## src/rtl/dcache_pkg.sv

```systemverilog
// Shared types and field positions for the 2-way L1 data cache controller.
// Tag word layout is {valid, dirty, tag}; address is {tag, index, word, byte}.
package dcache_pkg;

  localparam int TAG_W    = 23;
  localparam int IDX_W    = 4;
  localparam int LINE_W   = 256;
  localparam int WORD_W   = 32;
  localparam int WSEL_W   = 3;
  localparam int OFF_W    = 5;
  localparam int TWORD_W  = TAG_W + 2;
  localparam int LADDR_W  = TAG_W + IDX_W;

  localparam int VALID    = 24;
  localparam int DIRTY    = 23;
  localparam int TAG_LSB  = 9;
  localparam int IDX_LSB  = 5;
  localparam int WSEL_LSB = 2;

  typedef enum logic [1:0] {
    IDLE,
    WRITEBACK,
    READMISS,
    REFILL
  } state_t;

  typedef logic [TWORD_W-1:0] tag_word_t;
  typedef logic [LINE_W-1:0]  line_t;
  typedef logic [WORD_W-1:0]  word_t;

  function automatic tag_word_t mk_tag(
    input logic             dirty,
    input logic [TAG_W-1:0] tag
  );
    return {1'b1, dirty, tag};
  endfunction

endpackage

```

## src/rtl/dcache_word_merge.sv

```systemverilog
// Word select and word replace on a 256-bit cache line.
// Pure combinational helper for the controller's load and store-hit paths.
module dcache_word_merge
  import dcache_pkg::*;
(
  input  line_t             line,
  input  logic [WSEL_W-1:0] sel,
  input  word_t             wdata,
  output word_t             rword,
  output line_t             merged
);

  logic [7:0] base;

  assign base  = {sel, 5'b0};
  assign rword = line[base +: WORD_W];

  always_comb begin
    merged = line;
    merged[base +: WORD_W] = wdata;
  end

endmodule

```

## src/rtl/dcache_controller.sv

```systemverilog
// L1 data cache controller: hit service, dirty writeback and line refill.
// Sits between the MEM stage and the main-memory line interface.
module dcache_controller
  import dcache_pkg::*;
(
  input  logic                clk_i,
  input  logic                rst_i,
  input  logic [31:0]         cpu_addr_i,
  input  word_t               cpu_data_i,
  input  logic                cpu_MemRead_i,
  input  logic                cpu_MemWrite_i,
  output word_t               cpu_data_o,
  output logic                cpu_stall_o,
  output logic [IDX_W-1:0]    sram_addr_o,
  output tag_word_t           sram_tag_o,
  output line_t               sram_data_o,
  output logic                sram_enable_o,
  output logic                sram_write_o,
  input  tag_word_t           sram_tag_i,
  input  line_t               sram_data_i,
  input  logic                sram_hit_i,
  input  line_t               mem_data_i,
  input  logic                mem_ack_i,
  output line_t               mem_data_o,
  output logic [31:0]         mem_addr_o,
  output logic                mem_enable_o,
  output logic                mem_write_o
);

  state_t state;
  state_t state_nx;

  logic [TAG_W-1:0]   victim_tag;
  line_t              victim_line;
  line_t              refill_buf;
  logic [LADDR_W-1:0] miss_line;

  logic               req;
  logic               store;
  logic               victim_dirty;
  logic               miss_start;
  logic [LADDR_W-1:0] req_line;
  logic [LADDR_W-1:0] cur_line;
  logic [IDX_W-1:0]   idx;
  logic [TAG_W-1:0]   line_tag;
  word_t              rword;
  line_t              merged;
  logic               addr_unused;

  assign req          = cpu_MemRead_i | cpu_MemWrite_i;
  assign store        = cpu_MemWrite_i;
  assign victim_dirty = sram_tag_i[VALID] & sram_tag_i[DIRTY];
  assign miss_start   = (state == IDLE) & req & ~sram_hit_i;
  assign req_line     = cpu_addr_i[31:OFF_W];
  assign addr_unused  = ^cpu_addr_i[WSEL_LSB-1:0];

  // The miss line is held so a request dropped mid-miss still
  // writes back and refills the set it started on.
  assign cur_line = (state == IDLE) ? req_line : miss_line;
  assign idx      = cur_line[IDX_W-1:0];
  assign line_tag = cur_line[LADDR_W-1:IDX_W];

  dcache_word_merge u_merge (
    .line   (sram_data_i),
    .sel    (cpu_addr_i[WSEL_LSB +: WSEL_W]),
    .wdata  (cpu_data_i),
    .rword  (rword),
    .merged (merged)
  );

  always_ff @(posedge clk_i or negedge rst_i) begin
    if (!rst_i) begin
      state       <= IDLE;
      victim_tag  <= '0;
      victim_line <= '0;
      refill_buf  <= '0;
      miss_line   <= '0;
    end else begin
      state <= state_nx;
      if (miss_start) begin
        victim_tag  <= sram_tag_i[TAG_W-1:0];
        victim_line <= sram_data_i;
        miss_line   <= req_line;
      end
      if (state == READMISS && mem_ack_i) begin
        refill_buf <= mem_data_i;
      end
    end
  end

  always_comb begin
    state_nx      = state;
    cpu_data_o    = '0;
    cpu_stall_o   = 1'b0;
    sram_addr_o   = '0;
    sram_tag_o    = '0;
    sram_data_o   = '0;
    sram_enable_o = 1'b0;
    sram_write_o  = 1'b0;
    mem_data_o    = '0;
    mem_addr_o    = '0;
    mem_enable_o  = 1'b0;
    mem_write_o   = 1'b0;
    if (rst_i) begin
      sram_addr_o   = idx;
      sram_enable_o = req | (state != IDLE);
      unique case (state)
        IDLE: begin
          if (req && sram_hit_i) begin
            if (store) begin
              sram_write_o = 1'b1;
              sram_data_o  = merged;
              sram_tag_o   = mk_tag(1'b1, line_tag);
            end else begin
              cpu_data_o = rword;
            end
          end else if (req) begin
            cpu_stall_o = 1'b1;
            state_nx    = victim_dirty ? WRITEBACK : READMISS;
          end
        end
        WRITEBACK: begin
          cpu_stall_o  = 1'b1;
          mem_enable_o = 1'b1;
          mem_write_o  = 1'b1;
          mem_addr_o   = {victim_tag, idx, {OFF_W{1'b0}}};
          mem_data_o   = victim_line;
          if (mem_ack_i) state_nx = READMISS;
        end
        READMISS: begin
          cpu_stall_o  = 1'b1;
          mem_enable_o = 1'b1;
          mem_addr_o   = {cur_line, {OFF_W{1'b0}}};
          if (mem_ack_i) state_nx = REFILL;
        end
        REFILL: begin
          cpu_stall_o  = 1'b1;
          sram_write_o = 1'b1;
          sram_tag_o   = mk_tag(1'b0, line_tag);
          sram_data_o  = refill_buf;
          state_nx     = IDLE;
        end
        default: state_nx = IDLE;
      endcase
    end
  end

endmodule

```

## config.mk

```make
export PLATFORM = sky130hd
export DESIGN_NAME = dcache_controller
export DESIGN_NICKNAME = d
export VERILOG_FILES = /design/src/rtl/dcache_pkg.sv /design/src/rtl/dcache_word_merge.sv /design/src/rtl/dcache_controller.sv
export SDC_FILE = /design/constraint.sdc
export NUM_CORES = 1
export LEC_CHECK = 0
export CORE_AREA = 2 2 479 481
export DETAILED_ROUTE_END_ITERATION = 8
export DIE_AREA = 0 0 481 483
export GPL_TIMING_DRIVEN = 0
export PLACE_DENSITY_LB_ADDON = 0.1
export SYNTH_ARGS = -nofsm -noshare
export SYNTH_HDL_FRONTEND = slang
export SYNTH_SLANG_ARGS = --single-unit
```

## constraint.sdc

```tcl
create_clock -name clk_i -period 3.9 [get_ports clk_i]
set_input_delay 0.39 -clock clk_i [delete_from_list [all_inputs] [get_ports clk_i]]
set_output_delay 0.39 -clock clk_i [all_outputs]
set_load 0.02 [all_outputs]
```

==> results of run 1 <==
## worst max-delay path by stage
stage	to	slack, ps	depth (start not counted)
after detailed placement	sram_data_o[254]	-3610	12
after global routing	sram_data_o[234]	-10	10
after floorplan	sram_data_o[130]	120	12
after global placement	sram_data_o[254]	-32180	7
after CTS	sram_data_o[227]	-210	9
final	sram_data_o[34]	110	10
## sequential cells by signal, indices dropped and copies added (netlist names)
register / count
refill_buf: 256
victim_line: 256
miss_line: 27
victim_tag: 23
state: 2
## timing repair
action                      CTS  global route
setup buffers                32             4
pin swaps                    18             6
hold endpoints to repair    177             0
setup endpoints to repair   703           197
resized for setup          1051            80
cloned                        2             1
hold buffers                 12             0
## per-layer routing
| layer | vias to the layer above | GRT usage | part of all wire |
|---|---|---|---|
| met5 | - | 0 | 0.00094 |
| met4 | 38 | 0.0653 | 0.029 |
| met3 | 285 | 0.0707 | 0.077 |
| met2 | 1284 | 0.407 | 0.50 |
| met1 | 15300 | 0.267 | 0.39 |
| li1 | 12400 | - | - |
## cell families after synthesis
family / share of synthesized area
compound gates: 0.0927
fa+ha+maj: 0.00451
buf+inv: 0.0450
flops: 0.463
mux: 0.285
other cells: 0.000123
simple gates: 0.110
## stage by stage
stage          setup slack [ps]  power [mW]  hold WS, ps  TNS (ps)
6_report                    110        32.3         58.8         0
3_5_place_dp              -3610        24.0          201   -996580
2_1_floorplan               124        16.8         94.4         0
3_3_place_gp             -32180        23.9          480         -
4_1_cts                    -215        32.9         47.5     -1280
5_1_grt                   -12.6        34.0         75.8      -103
## worst register-to-register path: cells and delay by family (launching register included)
kind | cells | cell delay (ps)
mux | 1 | 440
buf+inv | 3 | 1810
fa+ha+maj | 1 | 200
flops | 1 | 420
simple gates | 1 | 610
## power by group
part | switching, mW | leakage, nW | internal (mW)
clock | 3.48 | 1.42 | 4.91
sequential | 1.56 | 6.67 | 8.86
combinational | 7.48 | 14.8 | 6.04
## cell usage in the layout, fill, tap and decap left out, types with 10 or more instances in the layout
cell type	n
and3_1	255
o22ai_1	25
dlygate4sd2_1	154
clkbuf_16	99
buf_16	16
mux4_2	64
clkdlybuf4s50_1	871
o21ai_0	40
clkbuf_8	68
mux2_2	563
o21ai_1	41
a22oi_1	93
diode_2	37
nor2_1	21
buf_6	19
clkdlybuf4s15_2	70
clkdlybuf4s15_1	18
inv_1	69
clkbuf_2	73
clkbuf_1	102
nand2_1	280
mux2i_1	89
buf_4	53
a22o_1	62
dfrtp_1	564
a221o_1	36
clkbuf_4	19
a21o_1	57
buf_1	29
and2_1	57
buf_2	27
o21ai_2	10
## area by class of cell
| cell class | instances | area (µm²) |
|---|---|---|
| Fill cell | 24800 | 176000 |
| Clock inverter | 18 | 219 |
| Timing Repair Buffer | 1242 | 12400 |
| Multi-Input combinational cell | 1782 | 15600 |
| Antenna cell | 37 | 92.6 |
| Buffer | 265 | 2010 |
| Inverter | 73 | 278 |
| Clock buffer | 145 | 2700 |
| Sequential cell | 564 | 14100 |
| Tap cell | 3009 | 3760 |
==> flow_metrics.env, run 1 <==
export IMPL_first_pass_iters=5
export IMPL_cap_violations=0
export IMPL_finalHoldViolCount=0
export IMPL_rows=175
export IMPL_cts_buffers=89
export IMPL_die_w_um=481
export IMPL_cts_tree="yes"
export IMPL_crit_required_ps=3510
export IMPL_rr_worst_depth=6
export IMPL_outcome="complete, no violations"
export IMPL_overflow=0
export IMPL_drtIter0Drc=1533
export IMPL_dieArea_um2=232000
export IMPL_period_share=0.972
export IMPL_grt_pass1_vias=31200
export IMPL_die_h_um=483
export IMPL_port_buffers=1178
export IMPL_grt_max_degree=95
export IMPL_ys_top_cells_by_count="dfrtp_1 (564), mux2_2 (563), nand2_1 (282), and3_1 (257), clkbuf_1 (202)"
export IMPL_p_leak_nw=22.9
export IMPL_wl_per_cell_um=38.8
export IMPL_gp_congestion=0.830
export IMPL_crit_path_end_kind="output port"
export IMPL_start_util=0.135
export IMPL_yosysMostFrequentCell="dfrtp_1"
export IMPL_clock_skew_ps=30.1
export IMPL_ant_nets=0
export IMPL_arrival_ps=3400
export IMPL_ys_warn_count=0
export IMPL_synth_cell_type_count=43
export IMPL_ys_async_sr_fraction=1.00
export IMPL_reg2reg_slack_ps=290
export IMPL_nets=4635
export IMPL_num_io_pins=1217
export IMPL_clkLatencyLatePin_ps=740
export IMPL_post_dp_cell_area_um2=46400
export IMPL_netlist_area_leader_share=0.463
export IMPL_path_cells="inv_2 > ha_2 > nand2b_4 > a311oi_4 > buf_4 > buf_4 > clkbuf_8 > a22o_1 > a21o_1 > dlygate4sd2_1"
export IMPL_hpwl_um=221000
export IMPL_finalMaxSlewViolations=0
export IMPL_cts_sinks=564
export IMPL_synth_edf_count=0
export IMPL_antenna_found_initial=73
export IMPL_cts_root_buf="clkbuf_16"
export IMPL_grtUsageTotal=0.231
export IMPL_syn_to_final_growth_pct=67.6
export IMPL_finalInstanceArea_um2=51200
export IMPL_path_delay_family="buffers and inverters"
export IMPL_cp_start_kind="flop"
export IMPL_remaining_drc_errors=0
export IMPL_synth_flop_cell="dfrtp_1"
export IMPL_via_count=29300
export IMPL_avgSynthCellArea_um2=11.4
export IMPL_finalNonFillerCells=7135
export IMPL_fmax_mhz=264
export IMPL_cpMaxStageDelayCell="dfrtp_1"
export IMPL_path_clk_slew_ps=60
export IMPL_crit_type="flop to output port"
export IMPL_r2r_start="state[0]"
export IMPL_ys_ff_latch=564
export IMPL_crit_top_cell="buf_4"
export IMPL_min_period_ps=3790
export IMPL_avgViaCountPerCell=4.11
export IMPL_timing_rr_end="victim_line[198]"
export IMPL_ir_drop_uv=338
export IMPL_critPathLaunch="state[0]"
export IMPL_synth_top_cell_by_area="dfrtp_1"
export IMPL_netlist_top_cells_area="dfrtp_1 (46%), mux2_2 (21%), and3_1 (5.3%), mux4_2 (4.7%), nand2_1 (3.5%)"
export IMPL_path_max_fanout=10
export IMPL_max_slew_margin=0.0322
export IMPL_htree_levels=3
export IMPL_place_inst=6892
export IMPL_crit_buf_inv=5
export IMPL_fp_coreArea_um2=227000
export IMPL_synth_area_um2=30500
export IMPL_p_per_area_nw_per_um2=632
export IMPL_hold_path_class="input pin to asynchronous set/reset pin"
export IMPL_final_layout_size_suffix_gt1_frac=0.289
export IMPL_grt_pass1_wl_um=349000
export IMPL_fin_util=0.225
export IMPL_clock_tree_buffer_depth=3
export IMPL_post_synth_inst_count=2688
export IMPL_worst_pin_slew_ps=1450
export IMPL_wl_um=277000
export IMPL_finalSetupViolCount=0
export IMPL_cp_slowest_stage_delay_ps=420
export IMPL_seq_area_frac_synth=0.463
No activity file was read; power rests on OpenSTA's default activity.
==> inputs of run 2 (changes only) <==
Settings changed: SLEW_MARGIN set to 30.
==> flow_metrics.env, run 2 (synthesized netlist as in run 1, its figures left out) <==
export IMPL_outcome="complete, no violations"
export IMPL_htree_levels=3
export IMPL_crit_path_end_kind="output port"
export IMPL_multi_input_area_um2=15500
export IMPL_die_w_um=481
export IMPL_drtIter0Drc=1640
export IMPL_arrival_ps=3420
export IMPL_wl_um=275000
export IMPL_wl_per_cell_um=38.6
export IMPL_post_place_ws_ps=-3170
export IMPL_cts_root_buf="clkbuf_16"
export IMPL_clock_skew_ps=33.8
export IMPL_finalSetupViolCount=0
export IMPL_via_count=29500
export IMPL_finalNonFillerCells=7134
export IMPL_crit_type="input pin to output port"
export IMPL_internal_power_mw=19.6
export IMPL_switching_share=0.389
export IMPL_first_pass_iters=6
export IMPL_grt_pass1_wl_um=348000
export IMPL_p_leak_nw=23.5
export IMPL_crit_required_ps=3510
export IMPL_gp_congestion=0.830
export IMPL_final_layout_size_suffix_gt1_frac=0.310
export IMPL_clock_tree_buffer_depth=3
export IMPL_p_clk_frac=0.252
export IMPL_overflow=0
export IMPL_clkLatencyLatePin_ps=750
export IMPL_finalHoldViolCount=0
export IMPL_antenna_found_initial=80
export IMPL_port_buffers=1178
export IMPL_min_period_ps=3810
export IMPL_period_share=0.977
export IMPL_cts_sinks=564
export IMPL_combPwrFrac=0.423
export IMPL_dieArea_um2=232000
export IMPL_mostFrequentLayoutCell="clkdlybuf4s50_1"
export IMPL_fmax_mhz=262
export IMPL_cp_start_kind="input pin"
export IMPL_p_switching_mw=12.5
export IMPL_p_per_area_nw_per_um2=626
export IMPL_ir_drop_uv=329
export IMPL_seq_area_um2=14100
export IMPL_reg_largest_list="refill_buf (256), victim_line (256), miss_line (27)"
export IMPL_grtUsageTotal=0.230
export IMPL_fp_coreArea_um2=227000
export IMPL_cts_tree="yes"
export IMPL_place_inst=6907
export IMPL_p_seq_frac=0.325
export IMPL_path_max_fanout=10
export IMPL_die_h_um=483
export IMPL_final_cell_mix="clkdlybuf4s50_1 (850), dfrtp_1 (564), mux2_2 (563), nand2_1 (280), and3_1 (255)"
export IMPL_final_setup_worst_slack_ps=88.0
export IMPL_finalMaxSlewViolations=0
export IMPL_hold_path_class="input pin to asynchronous set/reset pin"
export IMPL_remaining_drc_errors=0
export IMPL_num_io_pins=1217
export IMPL_nets=4640
export IMPL_path_clk_slew_ps=60
export IMPL_avgViaCountPerCell=4.13
export IMPL_hpwl_um=222000
export IMPL_ant_nets=0
export IMPL_fillerInstances=24800
export IMPL_rows=175
export IMPL_max_slew_margin=0.261
export IMPL_syn_to_final_growth_pct=68.1
export IMPL_grt_pass1_vias=31000
export IMPL_worst_pin_slew_ps=1110
export IMPL_cap_violations=0
export IMPL_grt_max_degree=95
export IMPL_cts_buffers=87
export IMPL_start_util=0.135
export IMPL_fin_util=0.226
## run 2: cell types whose count changed in the layout (fill, tap and decap cells not counted), moves of 11 or more
cell,before,now
buf_2,27,64
o21ai_0,40,53
o21ai_1,41,30
clkdlybuf4s50_1,871,850
clkbuf_1,102,58
buf_16,16,29
buf_1,29,4
dlymetal6s2s_1,8,27
clkbuf_2,73,135
dlygate4sd2_1,154,139
## run 2: final cells by class
cell class	instances	share of cell area
inverters	73	0.00534
well taps	3009	0.0734
diodes	41	0.00200
clock inverters	13	0.00442
clock buffers	138	0.0505
multi-input cells	1782	0.303
plain buffers	268	0.0413
flip-flops and latches	564	0.275
repair buffers	1246	0.245
## run 2: critical path, stage by stage
cell and delay [ps]:
clkdlybuf4s15_2 220, clkbuf_8 170, buf_16 120, buf_16 150, inv_1 80, ha_1 220
ha_1 320, clkbuf_8 180, nor4bb_1 300, and4_4 330, buf_4 130, clkbuf_16 190
nand2_1 70, nand2_1 70, dlygate4sd2_1 430
## run 2: power groups by stage
stage | combinational, mW | clock (mW) | sequential [mW]
after floorplan | 6.94 | 0 | 9.86
after global placement | 13.4 | 0 | 10.5
after global routing | 14.4 | 8.59 | 10.8
after detailed placement | 13.7 | 0 | 10.5
after CTS | 13.9 | 8.45 | 10.4
final | 13.6 | 8.11 | 10.4
## run 2: routing by layer
metal  wire (µm)  vias to the layer above  share of wire  GRT usage
met5         245                        -        0.00089          0
met4        8400                       38          0.031     0.0696
met3       21600                      291          0.078     0.0731
met2      136000                     1316           0.49      0.398
met1      109000                    15400           0.40      0.268
li1            -                    12400              -          -
## run 2: metrics by stage
step	TNS [ps]	cell area (µm²)	power, mW	hold slack (ps)
2_1_floorplan	0	30500	16.8	94.4
3_3_place_gp	-	46100	23.9	480
3_5_place_dp	-776830	46900	24.1	191
4_1_cts	-1550	51300	32.7	39.4
5_1_grt	-10.3	51200	33.7	73.5
6_report	0	51300	32.1	91.2
## run 2: path summary, 6_finish.rpt
| check | start | endpoint | slack (ps) | cells after the start |
|---|---|---|---|---|
| min in group clk_i | mem_data_i[118] | refill_buf[118] | 250 | 2 |
| max | cpu_addr_i[2] | sram_data_o[124] | 90 | 15 |
| max reg2reg | state[0] | victim_line[214] | 430 | 6 |
| max in group asynchronous | rst_i | refill_buf[155] | 2730 | 5 |
| min reg2reg | victim_line[142] | victim_line[142] | 500 | 1 |
| min | rst_i | victim_line[236] | 90 | 4 |
## run 2: what timing repair did
item | CTS | global route
endpoints found under the setup margin | 601 | 251
gates resized for setup | 975 | 154
pin swaps | 14 | 8
setup buffers | 23 | 5
hold buffers | 12 | 0
endpoints found under the hold margin | 177 | 0
